File: src/rtl/bf_pkg.sv
// Shared definitions for the data-RAM arbiter slice: port select and lock
// state encodings plus default widths.
package bf_pkg;

  // Which requester owns an access slot.
  typedef enum logic {
    PORT_A = 1'b0,
    PORT_B = 1'b1
  } port_e;

  // CPU lock ownership of the RAM.
  typedef enum logic {
    UNLOCKED = 1'b0,
    LOCKED_A = 1'b1
  } lock_e;

  localparam int DEF_DATA_ADDR_WIDTH = 15;

  // Host wait counter width; it saturates at its all-ones value (255).
  localparam int                    WAIT_CNT_W   = 8;
  localparam logic [WAIT_CNT_W-1:0] WAIT_CNT_MAX = '1;

endpackage

File: src/rtl/bf_arb_wait_counter.sv
// Host (port B) wait counter: counts consecutive denied cycles while B
// requests, saturating at 255, and flags when the forced-grant threshold
// MAX_WAIT has been reached.
module bf_arb_wait_counter
  import bf_pkg::*;
#(
  parameter int MAX_WAIT = 15
) (
  input  logic                  clk,
  input  logic                  rst_i,
  input  logic                  req,
  input  logic                  gnt,
  output logic [WAIT_CNT_W-1:0] cnt,
  output logic                  expired
);

  localparam logic [WAIT_CNT_W-1:0] THRESH = WAIT_CNT_W'(MAX_WAIT);

  // Count denied request cycles; any grant or dropped request restarts the count.
  always_ff @(posedge clk or negedge rst_i) begin
    if (!rst_i) begin
      cnt <= '0;
    end else if (!req || gnt) begin
      cnt <= '0;
    end else if (cnt != WAIT_CNT_MAX) begin
      cnt <= cnt + 1'b1;
    end
  end

  // Threshold compare used by the force rule.
  always_comb begin
    expired = (cnt >= THRESH);
  end

endmodule

File: src/rtl/bf_dram_arbiter.sv
// Arbiter for the single-port synchronous-read data RAM, shared by the CPU
// (port A) and the host/debug port (port B).
//
// Handshake (both ports): a requester holds x_req and its command fields;
// the access happens in the cycle where x_req & x_gnt, and x_gnt is
// combinational. For an accepted read, x_rvalid is high for exactly one
// cycle on the next cycle, with x_rdata taken straight from the RAM.
//
// Build option: define BF_ARB_ROUND_ROBIN_EN to alternate winners on
// simultaneous requests; otherwise the CPU wins ties and the host relies on
// the MAX_WAIT force rule.
module bf_dram_arbiter
  import bf_pkg::*;
#(
  parameter int DATA_ADDR_WIDTH = DEF_DATA_ADDR_WIDTH,
  parameter int MAX_WAIT        = 15
) (
  input  logic                       clk,
  input  logic                       rst_i,
  // CPU port
  input  logic                       a_req,
  input  logic                       a_we,
  input  logic                       a_lock,
  input  logic [DATA_ADDR_WIDTH-1:0] a_addr,
  input  logic [7:0]                 a_wdata,
  output logic                       a_gnt,
  output logic                       a_rvalid,
  output logic [7:0]                 a_rdata,
  // Host port
  input  logic                       b_req,
  input  logic                       b_we,
  input  logic [DATA_ADDR_WIDTH-1:0] b_addr,
  input  logic [7:0]                 b_wdata,
  output logic                       b_gnt,
  output logic                       b_rvalid,
  output logic [7:0]                 b_rdata,
  // RAM side
  output logic [DATA_ADDR_WIDTH-1:0] ram_addr,
  output logic [7:0]                 ram_wdata,
  output logic                       ram_we,
  input  logic [7:0]                 ram_rdata,
  // Debug visibility of internal state
  output lock_e                      dbg_lock,
  output logic [WAIT_CNT_W-1:0]      dbg_wait_cnt,
  output port_e                      dbg_last_winner
);

  lock_e                      lock_q, lock_d;
  port_e                      last_q;
  logic [DATA_ADDR_WIDTH-1:0] addr_q;
  logic [WAIT_CNT_W-1:0]      wait_cnt;
  logic                       wait_expired;

  bf_arb_wait_counter #(
    .MAX_WAIT(MAX_WAIT)
  ) u_wait (
    .clk    (clk),
    .rst_i  (rst_i),
    .req    (b_req),
    .gnt    (b_gnt),
    .cnt    (wait_cnt),
    .expired(wait_expired)
  );

  // Grant decision: lock first, then host starvation force, then single
  // requester, then the tie-break policy.
  always_comb begin
    a_gnt = 1'b0;
    b_gnt = 1'b0;
    if (lock_q == LOCKED_A) begin
      a_gnt = a_req;
    end else if (wait_expired && b_req) begin
      b_gnt = 1'b1;
    end else if (a_req && !b_req) begin
      a_gnt = 1'b1;
    end else if (b_req && !a_req) begin
      b_gnt = 1'b1;
    end else if (a_req && b_req) begin
`ifdef BF_ARB_ROUND_ROBIN_EN
      if (last_q == PORT_A) begin
        b_gnt = 1'b1;
      end else begin
        a_gnt = 1'b1;
      end
`else
      a_gnt = 1'b1;
`endif
    end
  end

  // RAM command mux; with no access the address parks on the last used value.
  always_comb begin
    ram_addr  = addr_q;
    ram_wdata = a_wdata;
    ram_we    = 1'b0;
    if (a_gnt) begin
      ram_addr  = a_addr;
      ram_wdata = a_wdata;
      ram_we    = a_we;
    end else if (b_gnt) begin
      ram_addr  = b_addr;
      ram_wdata = b_wdata;
      ram_we    = b_we;
    end
  end

  // Lock FSM next state: an accepted CPU access sets or releases ownership.
  always_comb begin
    lock_d = lock_q;
    case (lock_q)
      UNLOCKED: if (a_gnt && a_lock)  lock_d = LOCKED_A;
      LOCKED_A: if (a_gnt && !a_lock) lock_d = UNLOCKED;
      default:  lock_d = UNLOCKED;
    endcase
  end

  // Lock FSM state register.
  always_ff @(posedge clk or negedge rst_i) begin
    if (!rst_i) begin
      lock_q <= UNLOCKED;
    end else begin
      lock_q <= lock_d;
    end
  end

  // Read-valid pulses, last winner and parked address.
  always_ff @(posedge clk or negedge rst_i) begin
    if (!rst_i) begin
      a_rvalid <= 1'b0;
      b_rvalid <= 1'b0;
      last_q   <= PORT_B;
      addr_q   <= '0;
    end else begin
      a_rvalid <= a_gnt & ~a_we;
      b_rvalid <= b_gnt & ~b_we;
      if (a_gnt) begin
        last_q <= PORT_A;
        addr_q <= a_addr;
      end else if (b_gnt) begin
        last_q <= PORT_B;
        addr_q <= b_addr;
      end
    end
  end

  // Read data is a passthrough of the RAM output to both ports.
  always_comb begin
    a_rdata         = ram_rdata;
    b_rdata         = ram_rdata;
    dbg_lock        = lock_q;
    dbg_wait_cnt    = wait_cnt;
    dbg_last_winner = last_q;
  end

endmodule

File: config.mk
export PLATFORM = sky130hd
export DESIGN_NAME = bf_dram_arbiter
export DESIGN_NICKNAME = d
export VERILOG_FILES = /design/src/rtl/bf_pkg.sv /design/src/rtl/bf_arb_wait_counter.sv /design/src/rtl/bf_dram_arbiter.sv
export SDC_FILE = /design/constraint.sdc
export NUM_CORES = 1
export LEC_CHECK = 0
export CAP_MARGIN = 20
export CORE_MARGIN = 4
export CORE_UTILIZATION = 31
export DETAILED_ROUTE_END_ITERATION = 12
export MAX_ROUTING_LAYER = met4
export PLACE_DENSITY = 0.77
export SETUP_SLACK_MARGIN = 0.1
export SYNTH_ARGS = -nofsm -noshare
export SYNTH_HDL_FRONTEND = slang
export SYNTH_SLANG_ARGS = --single-unit
export TNS_END_PERCENT = 50
File: constraint.sdc
create_clock -name clk -period 2.4 [get_ports clk]
set_input_delay 0.48 -clock clk [delete_from_list [all_inputs] [get_ports clk]]
set_output_delay 0.48 -clock clk [all_outputs]
set_load 0.05 [all_outputs]
* After elaboration in Yosys (flattened, before gate mapping)
Cells that the tools add are included.
** Operators by class
- $add $sub $neg :: 1
- Magnitude comparators :: 1
- Equal/unequal tests :: 1
- Muxes and demuxes :: 22
- Bitwise gates (word level) :: 5
- Reductions and logical operators :: 12
** Operators with widths (count)
- $mux 8 :: 4
- $mux 15 :: 2
- $mux 1 :: 15
- $add 8x1->8 const B :: 1
- $ge 8x4->1 const B :: 1
- $ne 8x8->1 const B :: 1
- $logic_and 1x1->1 :: 6
- $reduce_bool 2->1 :: 2
- $logic_not 1->1 :: 3
- $not 1->1 :: 3
- $and 1x1->1 :: 2
- $pmux 1 s2 :: 1
- $logic_or 1x1->1 :: 1
** Storage, ports and cells
- Bits in registers :: 27
- Output and inout port bits :: 54
- Logic and storage cells :: 48

* Longest topological paths before layout
Gate-level depths: netlist of the first run.
- Depth in word-level cells :: 9
- Mapped depth :: 7
- Depth with buffers taken out :: 4

* Hierarchy
From an unflattened synthesis of the first run, not the netlist that was laid out.
** Second synthesis, totals
- Cell total of the unflattened synthesis :: 160
- Area, all modules :: 1584.0 µm²
** Modules (own cells, without submodules)
- bf_dram_arbiter :: instances 1, cells an instance 112, area each 1148.6 µm², sequential area each 476.7 µm²
- bf_arb_wait_counter :: instances 1, cells an instance 48, area each 435.4 µm², sequential area each 200.2 µm²

* Worst setup path before layout of the first run
No wires, ideal clock.
- Kind :: register -> output
- From :: register u_wait.cnt[0]
- To :: output ram_we
- Arrival time :: 2.665 ns
- Slack :: -0.745 ns
- Cell stages (with the launch flop) :: 8
- Path buffers :: 3
- Path through :: dfrtp_1 ha_1 and3_1 clkbuf_1 o31a_1 buf_6 buf_8 mux2i_1
** Between the ends
- Cells in the longest elaborated chain, start to end :: 6
- Elaborated cells on any way between the ends :: 8
** RTL lines
- start, declared :: RTL line bf_arb_wait_counter.sv:13 : output logic [WAIT_CNT_W-1:0] cnt,
- start signal, assigned :: RTL line bf_arb_wait_counter.sv:26 : cnt <= cnt + 1'b1;
- $ge 8x4->1 :: RTL line bf_arb_wait_counter.sv:32 : expired = (cnt >= THRESH);
- $logic_and 1x1->1 :: RTL line bf_dram_arbiter.sv:72 : end else if (wait_expired && b_req) begin
- $mux 1 :: RTL line bf_dram_arbiter.sv:72
- $mux 1 :: RTL line bf_dram_arbiter.sv:70 : if (lock_q == LOCKED_A) begin
- net b_gnt :: RTL line bf_dram_arbiter.sv:34 : output logic b_gnt,
- $mux 1 :: RTL line bf_dram_arbiter.sv:100 : end else if (b_gnt) begin
- $mux 1 :: RTL line bf_dram_arbiter.sv:96 : if (a_gnt) begin
- end, declared :: RTL line bf_dram_arbiter.sv:40 : output logic ram_we,
The timed path passes the listed nets, and every way through them passes these cells.

* Worst setup path after layout of the first run
- From :: register u_wait.cnt[7]
- To :: output ram_addr[10]
** Between the ends
- Cells in the longest elaborated chain, start to end :: 6
- Elaborated cells on any way between the ends :: 8
** RTL lines
- $ge 8x4->1 * :: RTL line bf_arb_wait_counter.sv:32
- $logic_and 1x1->1 * :: RTL line bf_dram_arbiter.sv:72
- $mux 1 :: RTL line bf_dram_arbiter.sv:72
- $mux 1 :: RTL line bf_dram_arbiter.sv:70
- $mux 15 :: RTL line bf_dram_arbiter.sv:100
- $mux 15 * :: RTL line bf_dram_arbiter.sv:96
- end, declared :: RTL line bf_dram_arbiter.sv:38 : output logic [DATA_ADDR_WIDTH-1:0] ram_addr,
Mark *: on every way between the ends. The rest lies on a longest branch, timed or not.

==> impl_metrics.env, run 1 <==
export IMPL_vias=1525
export IMPL_pre_cts_ws_ns=-0.5327
export IMPL_drt_initial_drc_count=72
export IMPL_overflow=0
export IMPL_max_freq_ghz=0.3587
export IMPL_wirelength_mm=4.882
export IMPL_min_from="dbg_last_winner"
export IMPL_max_slew_margin_pct=58.12
export IMPL_layout_nets=300
export IMPL_fin_crit_sh_pct=116.1
export IMPL_timing_reg2reg_setup_slack_ns=0.40
export IMPL_synth_top_area_share_pct=41.43
export IMPL_met1_length_mm=1.873
export IMPL_syn_area_per_cell_sq_um=11.06
export IMPL_fin_ws_ns=-0.3876
export IMPL_violations="setup timing"
export IMPL_peakVddDrop_uv=519.0
export IMPL_wl_per_cell_microns=16.06
export IMPL_min_path_cells=1
export IMPL_min_to="dbg_last_winner"
export IMPL_stdcell_area_sq_um=3014
export IMPL_insertion_delay_ns=0.28
export IMPL_drtAntennaViolNets=0
export IMPL_cts_inserted_buffers=3
export IMPL_ys_types=39
export IMPL_syn_inst=142
export IMPL_synth_area_sq_um=1570
export IMPL_wl_met2_mm=2.618
export IMPL_worstSetupStartpointType="flip-flop"
export IMPL_synth_top_family_by_area="simple AND/OR/NAND/NOR gates"
export IMPL_start_util_pct=32.60
export IMPL_r2r_end="addr_q[8]"
export IMPL_num_antenna_cells=0
export IMPL_drive_gt1_share_pct=38.82
export IMPL_ys_ff_latch=27
export IMPL_status="finished, violations left"
export IMPL_synthMuxAreaShare_pct=6.375
export IMPL_yosysSeqAreaShare_pct=43.11
export IMPL_num_rows=25
export IMPL_drv_slew=0
export IMPL_die_y_microns=79.17
export IMPL_fp_dieArea_sq_um=6268
export IMPL_power_density_nw_per_um2=507.6
export IMPL_combPwrFrac_pct=49.2
export IMPL_finClkSkew_ns=0.009558
export IMPL_ys_warn_count=0
export IMPL_antenna_found_initial=0
export IMPL_placed_area_sq_um=2908
export IMPL_finalCriticalPeriod_ns=2.788
export IMPL_gp_congestion=0.7968
export IMPL_finalSetupViolCount=26
export IMPL_power_internal_mw=1.002
export IMPL_ys_flop_type="dfrtp_1"
export IMPL_sw_frac_of_total_pct=34.49
export IMPL_cts_root_buf="clkbuf_8"
export IMPL_clock_path_buffers=2
export IMPL_dr_wl_met3_microns=346
export IMPL_worst_r2r_path_depth=4
export IMPL_yosys_area_top_type="dfrtp_1"
export IMPL_rr_startpoint="u_wait.cnt[7]"
export IMPL_die_w_microns=79.17
export IMPL_highest_layer="met4"
export IMPL_seqCellArea_sq_um=683.2
export IMPL_grt_pass1_wl_mm=7.810
export IMPL_track_usage_pct=16.16
export IMPL_viasPerCell=5.016
export IMPL_cts_tree="done"
export IMPL_end_kind="primary output"
export IMPL_boundaryPins=115
export IMPL_critical_path_class="reg2out"
export IMPL_synthTopCellsByArea="dfrtp_1 (41%), a221o_1 (9.6%), buf_4 (8.6%)"
export IMPL_hold_violations=0
export IMPL_worst_slew_pin_slew_ns=0.6263
export IMPL_firstDrtPassIters=5
export IMPL_synth_compound_area_share_pct=17.13
export IMPL_async_reset_ff_share_pct=100.0
export IMPL_grt_max_degree=19
export IMPL_synth_xor_area_share_pct=0.5578
export IMPL_min_path_type="reg2reg"
export IMPL_maxCapViolCount=0
export IMPL_synthAdderAreaFrac_pct=0.7968
export IMPL_p_clk_share_pct=17.3
export IMPL_fp_coreArea_sq_um=4817
export IMPL_rsz0062_at_grt="yes"
export IMPL_power_switching_mw=0.5277
export IMPL_dpl_hpwl_mm=3.868
export IMPL_drcViolationCount=0
export IMPL_cp_arrival_ns=2.31
export IMPL_crit_fanout=5
export IMPL_cp_required_ns=1.92
export IMPL_clock_sinks=27
export IMPL_path_clk_slew_ns=0.10
export IMPL_fillers=403
export IMPL_syn_nets=204
export IMPL_portBuffers=90
export IMPL_grt_pass1_vias=1573
export IMPL_seqPwrFrac_pct=33.4
export IMPL_synthSimpleGateAreaFrac_pct=18.57
export IMPL_utilization_pct=62.57
export IMPL_fin_setup_tns_ns=-8.780
export IMPL_power_leakage_nw=1.272
export IMPL_synthToLayoutAreaGrowth_pct=91.95
export IMPL_cts_htree_levels=1
export IMPL_synth_edff_count=0
export IMPL_multiInputGateArea_sq_um=787.0
[cells in the final DEF (no fill, tap or decap), types with 2 or more instances in the layout]
cell type,instances
clkdlybuf4s50_1,63
buf_12,26
dfrtp_1,21
buf_4,19
nor3b_1,17
a221o_2,9
mux2_2,8
buf_6,8
a221o_4,6
a21oi_1,5
dfrtp_2,5
inv_1,4
and3_1,3
nand4_1,3
clkbuf_8,3
and2_1,2
nand2_1,2
and4_1,2
nor3_1,2
nand3_1,2
or2_2,2
o21ai_0,2
[worst max-delay path, cell delays in order, from the launching register on]
cell and delay [ns]:
dfrtp_2 0.42, or4b_4 0.54, o31a_1 0.34, buf_6 0.17
a221o_4 0.40, buf_12 0.15
[power groups by stage]
stage          combinational, mW  sequential, mW  clock (mW)
5_1_grt                    0.787           0.516       0.292
6_report                   0.753           0.511       0.265
2_1_floorplan              0.395           0.563           0
4_1_cts                    0.757           0.512       0.275
3_5_place_dp               0.745           0.521           0
3_3_place_gp               0.741           0.518           0
[final cells by class]
| class | count | area share [%] |
|---|---|---|
| inverters | 4 | 0.4981 |
| multi-input cells | 84 | 26.11 |
| repair buffers | 118 | 46.45 |
| well taps | 67 | 2.781 |
| flip-flops and latches | 27 | 22.67 |
| clock buffers | 4 | 1.494 |
[sequential cells by signal, indices dropped and copies added, names as in the netlist, named ones only]
name,count
a_rvalid,1
addr_q,15
b_rvalid,1
dbg_last_winner,1
u_wait.cnt,8
[cells in the mapped netlist, types with 3 or more instances]
| master | count |
|---|---|
| mux2_2 | 8 |
| a221o_1 | 15 |
| dfrtp_1 | 26 |
| inv_1 | 4 |
| nand4_1 | 3 |
| clkbuf_1 | 5 |
| and3_1 | 3 |
| nor3b_1 | 17 |
| a21oi_1 | 5 |
| buf_4 | 18 |
[metal layers]
metal,vias to the layer above,track usage (%)
met4,0,2.921
met3,6,4.082
met2,61,28.03
met5,-,-
met1,749,19.18
li1,709,-
[what timing repair did]
| action | CTS | global route |
|---|---|---|
| setup buffers | 1 | 1 |
| hold buffers | 0 | 0 |
| hold endpoints to repair | 0 | 0 |
| gates cloned | 2 | 0 |
| endpoints found under the setup margin | 26 | 26 |
| pin swaps | 7 | 7 |
| gates resized for setup | 9 | 3 |
[worst max-delay path by stage]
stage                  start      endpoint  slack, ns
4_1_cts        u_wait.cnt[4]   ram_addr[8]      -0.50
2_1_floorplan  u_wait.cnt[5]  ram_addr[10]      -0.29
6_report       u_wait.cnt[7]  ram_addr[10]      -0.39
3_3_place_gp           a_req   ram_addr[9]      -0.51
3_5_place_dp           a_req   ram_addr[8]      -0.53
5_1_grt        u_wait.cnt[7]   ram_addr[8]      -0.45
[through the flow]
stage | hold slack [ns] | std cells | power [mW]
final | 0.5343 | 304 | 1.530
after detailed placement | 0.5238 | 296 | 1.266
after CTS | 0.5385 | 303 | 1.544
after global routing | 0.5548 | 304 | 1.596
after floorplan | 0.1844 | 142 | 0.9583
after global placement | 0.5176 | 296 | 1.260
[cells by family (layout without fill, tap and decap cells)]
group / Yosys count / count (layout)
multiplexers: 9 / 9
flip-flops: 27 / 27
buffers and inverters: 31 / 126
AND/OR/NAND/NOR: 42 / 42
AO/OA/AOI/OAI: 31 / 31
adder cells (fa/ha/maj): 1 / 1
XOR/XNOR: 1 / 1
Note: power is estimated with default switching activity, not from simulation.
==> inputs of run 2 (changes only) <==
Settings changed: SKIP_CTS_REPAIR_TIMING from default to 1.
==> impl_metrics.env, run 2 (synthesis results as in run 1) <==
export IMPL_wirelength_mm=4.949
export IMPL_grt_max_degree=19
export IMPL_cp_required_ns=1.92
export IMPL_viasPerCell=5.016
export IMPL_portBuffers=90
export IMPL_cts_root_buf="clkbuf_8"
export IMPL_finalSetupViolCount=26
export IMPL_max_freq_ghz=0.3425
export IMPL_die_w_microns=79.17
export IMPL_r2r_end="addr_q[8]"
export IMPL_timing_reg2reg_setup_slack_ns=0.27
export IMPL_power_density_nw_per_um2=504.8
export IMPL_crit_fanout=5
export IMPL_peakVddDrop_uv=519.8
export IMPL_drcViolationCount=0
export IMPL_cts_inserted_buffers=3
export IMPL_maxCapViolCount=0
export IMPL_wl_per_cell_microns=16.23
export IMPL_worstSetupStartpointType="flip-flop"
export IMPL_placed_area_sq_um=2908
export IMPL_end_kind="primary output"
export IMPL_worst_r2r_path_depth=5
export IMPL_finalCriticalPeriod_ns=2.919
export IMPL_fp_coreArea_sq_um=4817
export IMPL_clock_path_buffers=2
export IMPL_antenna_found_initial=0
export IMPL_cp_arrival_ns=2.44
export IMPL_fillers=396
export IMPL_insertion_delay_ns=0.27
export IMPL_max_slew_margin_pct=57.65
export IMPL_num_antenna_cells=0
export IMPL_fp_dieArea_sq_um=6268
export IMPL_finClkSkew_ns=0.007922
export IMPL_layout_commonest_cell="clkdlybuf4s50_1"
export IMPL_critical_path_class="reg2out"
export IMPL_min_path_type="reg2reg"
export IMPL_start_util_pct=32.60
export IMPL_violations="setup timing"
export IMPL_fin_ws_ns=-0.5193
export IMPL_drv_slew=0
export IMPL_seqCellArea_sq_um=683.2
export IMPL_overflow=0
export IMPL_min_path_cells=1
export IMPL_clock_sinks=27
export IMPL_top_register="addr_q"
export IMPL_worst_slew_pin_slew_ns=0.6332
export IMPL_multiInputGateArea_sq_um=784.5
export IMPL_boundaryPins=115
export IMPL_reg_top3="addr_q (15), u_wait.cnt (8)"
export IMPL_layout_common_cells="clkdlybuf4s50_1 (63), buf_12 (27), dfrtp_1 (21)"
export IMPL_rr_startpoint="u_wait.cnt[7]"
export IMPL_grt_pass1_vias=1550
export IMPL_grt_pass1_wl_mm=7.631
export IMPL_dpl_hpwl_mm=3.868
export IMPL_cts_htree_levels=1
export IMPL_min_to="dbg_last_winner"
export IMPL_drt_initial_drc_count=67
export IMPL_track_usage_pct=15.72
export IMPL_status="finished, violations left"
export IMPL_vias=1530
export IMPL_min_from="dbg_last_winner"
export IMPL_cts_tree="done"
export IMPL_rsz0062_at_grt="yes"
export IMPL_path_clk_slew_ns=0.10
export IMPL_drive_gt1_share_pct=38.66
export IMPL_stdcell_area_sq_um=3039
export IMPL_layout_nets=301
export IMPL_largest_reg_flops=15
export IMPL_drtAntennaViolNets=0
export IMPL_firstDrtPassIters=4
export IMPL_num_rows=25
export IMPL_fin_hold_ws_ns=0.5351
export IMPL_gp_congestion=0.7968
export IMPL_fin_setup_tns_ns=-11.64
export IMPL_die_y_microns=79.17
export IMPL_power_leakage_nw=1.288
export IMPL_hold_violations=0
export IMPL_synthToLayoutAreaGrowth_pct=93.55
export IMPL_fin_crit_sh_pct=121.6
run 2: final cells by class:
type,count,share of cell area [%]
multi-input combinational,84,25.81
inverter,4,0.4940
sequential,27,22.48
tap,67,2.758
clock buffer,4,1.482
timing repair buffer,119,46.97
run 2: metal layers:
| metal | vias to the layer above | GRT usage (%) | part of all wire [%] |
|---|---|---|---|
| met3 | 6 | 4.082 | 6.8 |
| met4 | 0 | 2.749 | 0.73 |
| li1 | 713 | - | - |
| met5 | - | - | 0 |
| met1 | 757 | 18.33 | 39 |
| met2 | 54 | 27.61 | 54 |
run 2: worst max path at each step:
stage / slack [ns] / depth (start not counted) / startpoint / endpoint
6_report: -0.52 / 6 / u_wait.cnt[7] / ram_addr[8]
3_5_place_dp: -0.53 / 6 / a_req / ram_addr[8]
4_1_cts: -0.54 / 6 / a_req / ram_addr[8]
3_3_place_gp: -0.51 / 6 / a_req / ram_addr[9]
5_1_grt: -0.57 / 6 / u_wait.cnt[7] / ram_addr[8]
2_1_floorplan: -0.29 / 6 / u_wait.cnt[5] / ram_addr[10]
run 2: power breakdown:
group / internal, mW / total, mW / switching (mW)
logic: 0.389 / 0.760 / 0.370
clock network: 0.119 / 0.263 / 0.144
registers: 0.498 / 0.511 / 0.0128
total: 1.01 / 1.53 / 0.527
run 2: critical path, stage by stage (launching register included):
cell and delay (ns):
dfrtp_2 0.42, or4b_4 0.54, o31a_1 0.35, buf_6 0.13, buf_8 0.13, a221o_4 0.44, buf_12 0.15
run 2: metrics by stage:
step	power (mW)	instances	utilization (%)	worst slack, ns
after floorplan	0.9583	142	-	-0.2932
after global placement	1.260	296	60.36	-0.5111
after detailed placement	1.266	296	60.36	-0.5327
after CTS	1.534	300	61.30	-0.5374
after global routing	1.602	305	63.09	-0.5696
final	1.534	305	63.09	-0.5193
==> inputs of run 3 (changes only) <==
Settings changed: CELL_PAD_IN_SITES_DETAIL_PLACEMENT from default to 0, CELL_PAD_IN_SITES_GLOBAL_PLACEMENT from default to 1, CORE_UTILIZATION 31 to 22, PLACE_DENSITY 0.77 to default, PLACE_DENSITY_LB_ADDON from default to 0.1, SETUP_SLACK_MARGIN 0.1 to default.
==> impl_metrics.env, run 3 (synthesis results as in run 1) <==
export IMPL_insertion_delay_ns=0.28
export IMPL_critical_path_class="reg2out"
export IMPL_worstSetupStartpointType="flip-flop"
export IMPL_layout_common_cells="clkdlybuf4s50_1 (63), buf_12 (27), dfrtp_1 (21)"
export IMPL_firstDrtPassIters=4
export IMPL_num_rows=30
export IMPL_fin_crit_sh_pct=120.0
export IMPL_max_slew_margin_pct=65.18
export IMPL_finalCriticalPeriod_ns=2.880
export IMPL_power_leakage_nw=1.270
export IMPL_utilization_pct=44.19
export IMPL_antenna_found_initial=0
export IMPL_fp_dieArea_sq_um=8553
export IMPL_clock_sinks=27
export IMPL_cp_cell_sequence="or4b_4, o31a_1, buf_6, a221o_4, buf_12"
export IMPL_grt_pass1_wl_mm=8.562
export IMPL_vias=1525
export IMPL_max_freq_ghz=0.3473
export IMPL_grt_pass1_vias=1680
export IMPL_die_y_microns=92.49
export IMPL_layout_nets=297
export IMPL_synthToLayoutAreaGrowth_pct=93.31
export IMPL_num_antenna_cells=0
export IMPL_track_usage_pct=12.84
export IMPL_status="finished, violations left"
export IMPL_crit_slowest_cell="or4b_4"
export IMPL_multiInputGateArea_sq_um=787.0
export IMPL_power_density_nw_per_um2=507.8
export IMPL_drtAntennaViolNets=0
export IMPL_grt_max_degree=28
export IMPL_gp_congestion=0.7353
export IMPL_timing_reg2reg_setup_slack_ns=0.32
export IMPL_overflow=0
export IMPL_finClkSkew_ns=0.006954
export IMPL_fillers=637
export IMPL_cts_inserted_buffers=3
export IMPL_cts_tree="done"
export IMPL_seqCellArea_sq_um=683.2
export IMPL_cp_arrival_ns=2.40
export IMPL_start_util_pct=22.86
export IMPL_drv_slew=0
export IMPL_fin_ws_ns=-0.4797
export IMPL_crit_fanout=6
export IMPL_p_total_mw=1.541
export IMPL_cts_root_buf="clkbuf_8"
export IMPL_max_stage_delay_ns=0.54
export IMPL_path_clk_slew_ns=0.10
export IMPL_reg_top3="addr_q (15), u_wait.cnt (8)"
export IMPL_cts_htree_levels=1
export IMPL_finalSetupViolCount=26
export IMPL_portBuffers=90
export IMPL_boundaryPins=115
export IMPL_hold_violations=0
export IMPL_crit_family="compound AO/OA/AOI/OAI gates"
export IMPL_dpl_hpwl_mm=4.180
export IMPL_largest_reg_flops=15
export IMPL_cp_required_ns=1.92
export IMPL_clock_path_buffers=2
export IMPL_drcViolationCount=0
export IMPL_worst_slew_pin_slew_ns=0.5207
export IMPL_end_kind="primary output"
export IMPL_drive_gt1_share_pct=38.46
export IMPL_violations="setup timing"
export IMPL_maxCapViolCount=0
export IMPL_layout_commonest_cell="clkdlybuf4s50_1"
export IMPL_fp_coreArea_sq_um=6869
export IMPL_peakVddDrop_uv=305.1
export IMPL_die_w_microns=92.49
export IMPL_top_register="addr_q"
export IMPL_min_path_type="reg2reg"
export IMPL_viasPerCell=4.621
export IMPL_path_buf_inv=2
export IMPL_drt_initial_drc_count=44
export IMPL_wirelength_mm=5.405
export IMPL_wl_per_cell_microns=16.38
export IMPL_rsz0062_at_grt="yes"
run 3: cell types whose count changed in the layout (fill, tap and decap cells not counted), sizes merged:
cell,change
clkbuf,-1
clkinv,+1
buf,-4
run 3: layout make-up:
class | instances | share of cell area (%)
sequential | 27 | 22.51
tap | 96 | 3.957
clock buffer | 3 | 1.360
multi-input combinational | 84 | 25.93
inverter | 4 | 0.4946
timing repair buffer | 115 | 45.59
clock inverter | 1 | 0.1649
run 3: power by group:
part           internal [mW]  total (mW)  switching (mW)
Clock                  0.117       0.272           0.156
Sequential             0.498       0.513          0.0143
Combinational          0.384       0.756           0.372
run 3: final timing paths:
path	start	cells after the start	end
min in group asynchronous	rst_i	2	u_wait.cnt[6]
setup reg to reg	u_wait.cnt[7]	4	addr_q[13]
max in group asynchronous	rst_i	2	dbg_last_winner
setup / recovery	u_wait.cnt[7]	5	ram_addr[13]
hold reg to reg	dbg_last_winner	1	dbg_last_winner
hold / removal	dbg_last_winner	1	dbg_last_winner
run 3: metrics by stage:
stage               TNS (ns)  instance area [sq um]  instances  hold WS, ns  worst slack, ns
floorplan             -4.949                   1697        142       0.1844          -0.2932
global placement      -13.27                   2942        323       0.5204          -0.5408
detailed placement    -14.76                   2942        323       0.5310          -0.5745
CTS                   -13.54                   2988        327       0.5501          -0.5803
global route          -12.08                   3035        330       0.5599          -0.5516
finish                -10.25                   3035        330       0.5459          -0.4797
run 3: routing by layer:
layer | up-vias | global-route usage (%) | wire (microns)
met5 | - | - | 0
met4 | 0 | 1.609 | 0
met3 | 0 | 4.630 | 384
met2 | 58 | 21.81 | 2739
met1 | 758 | 15.02 | 2281
li1 | 709 | - | -
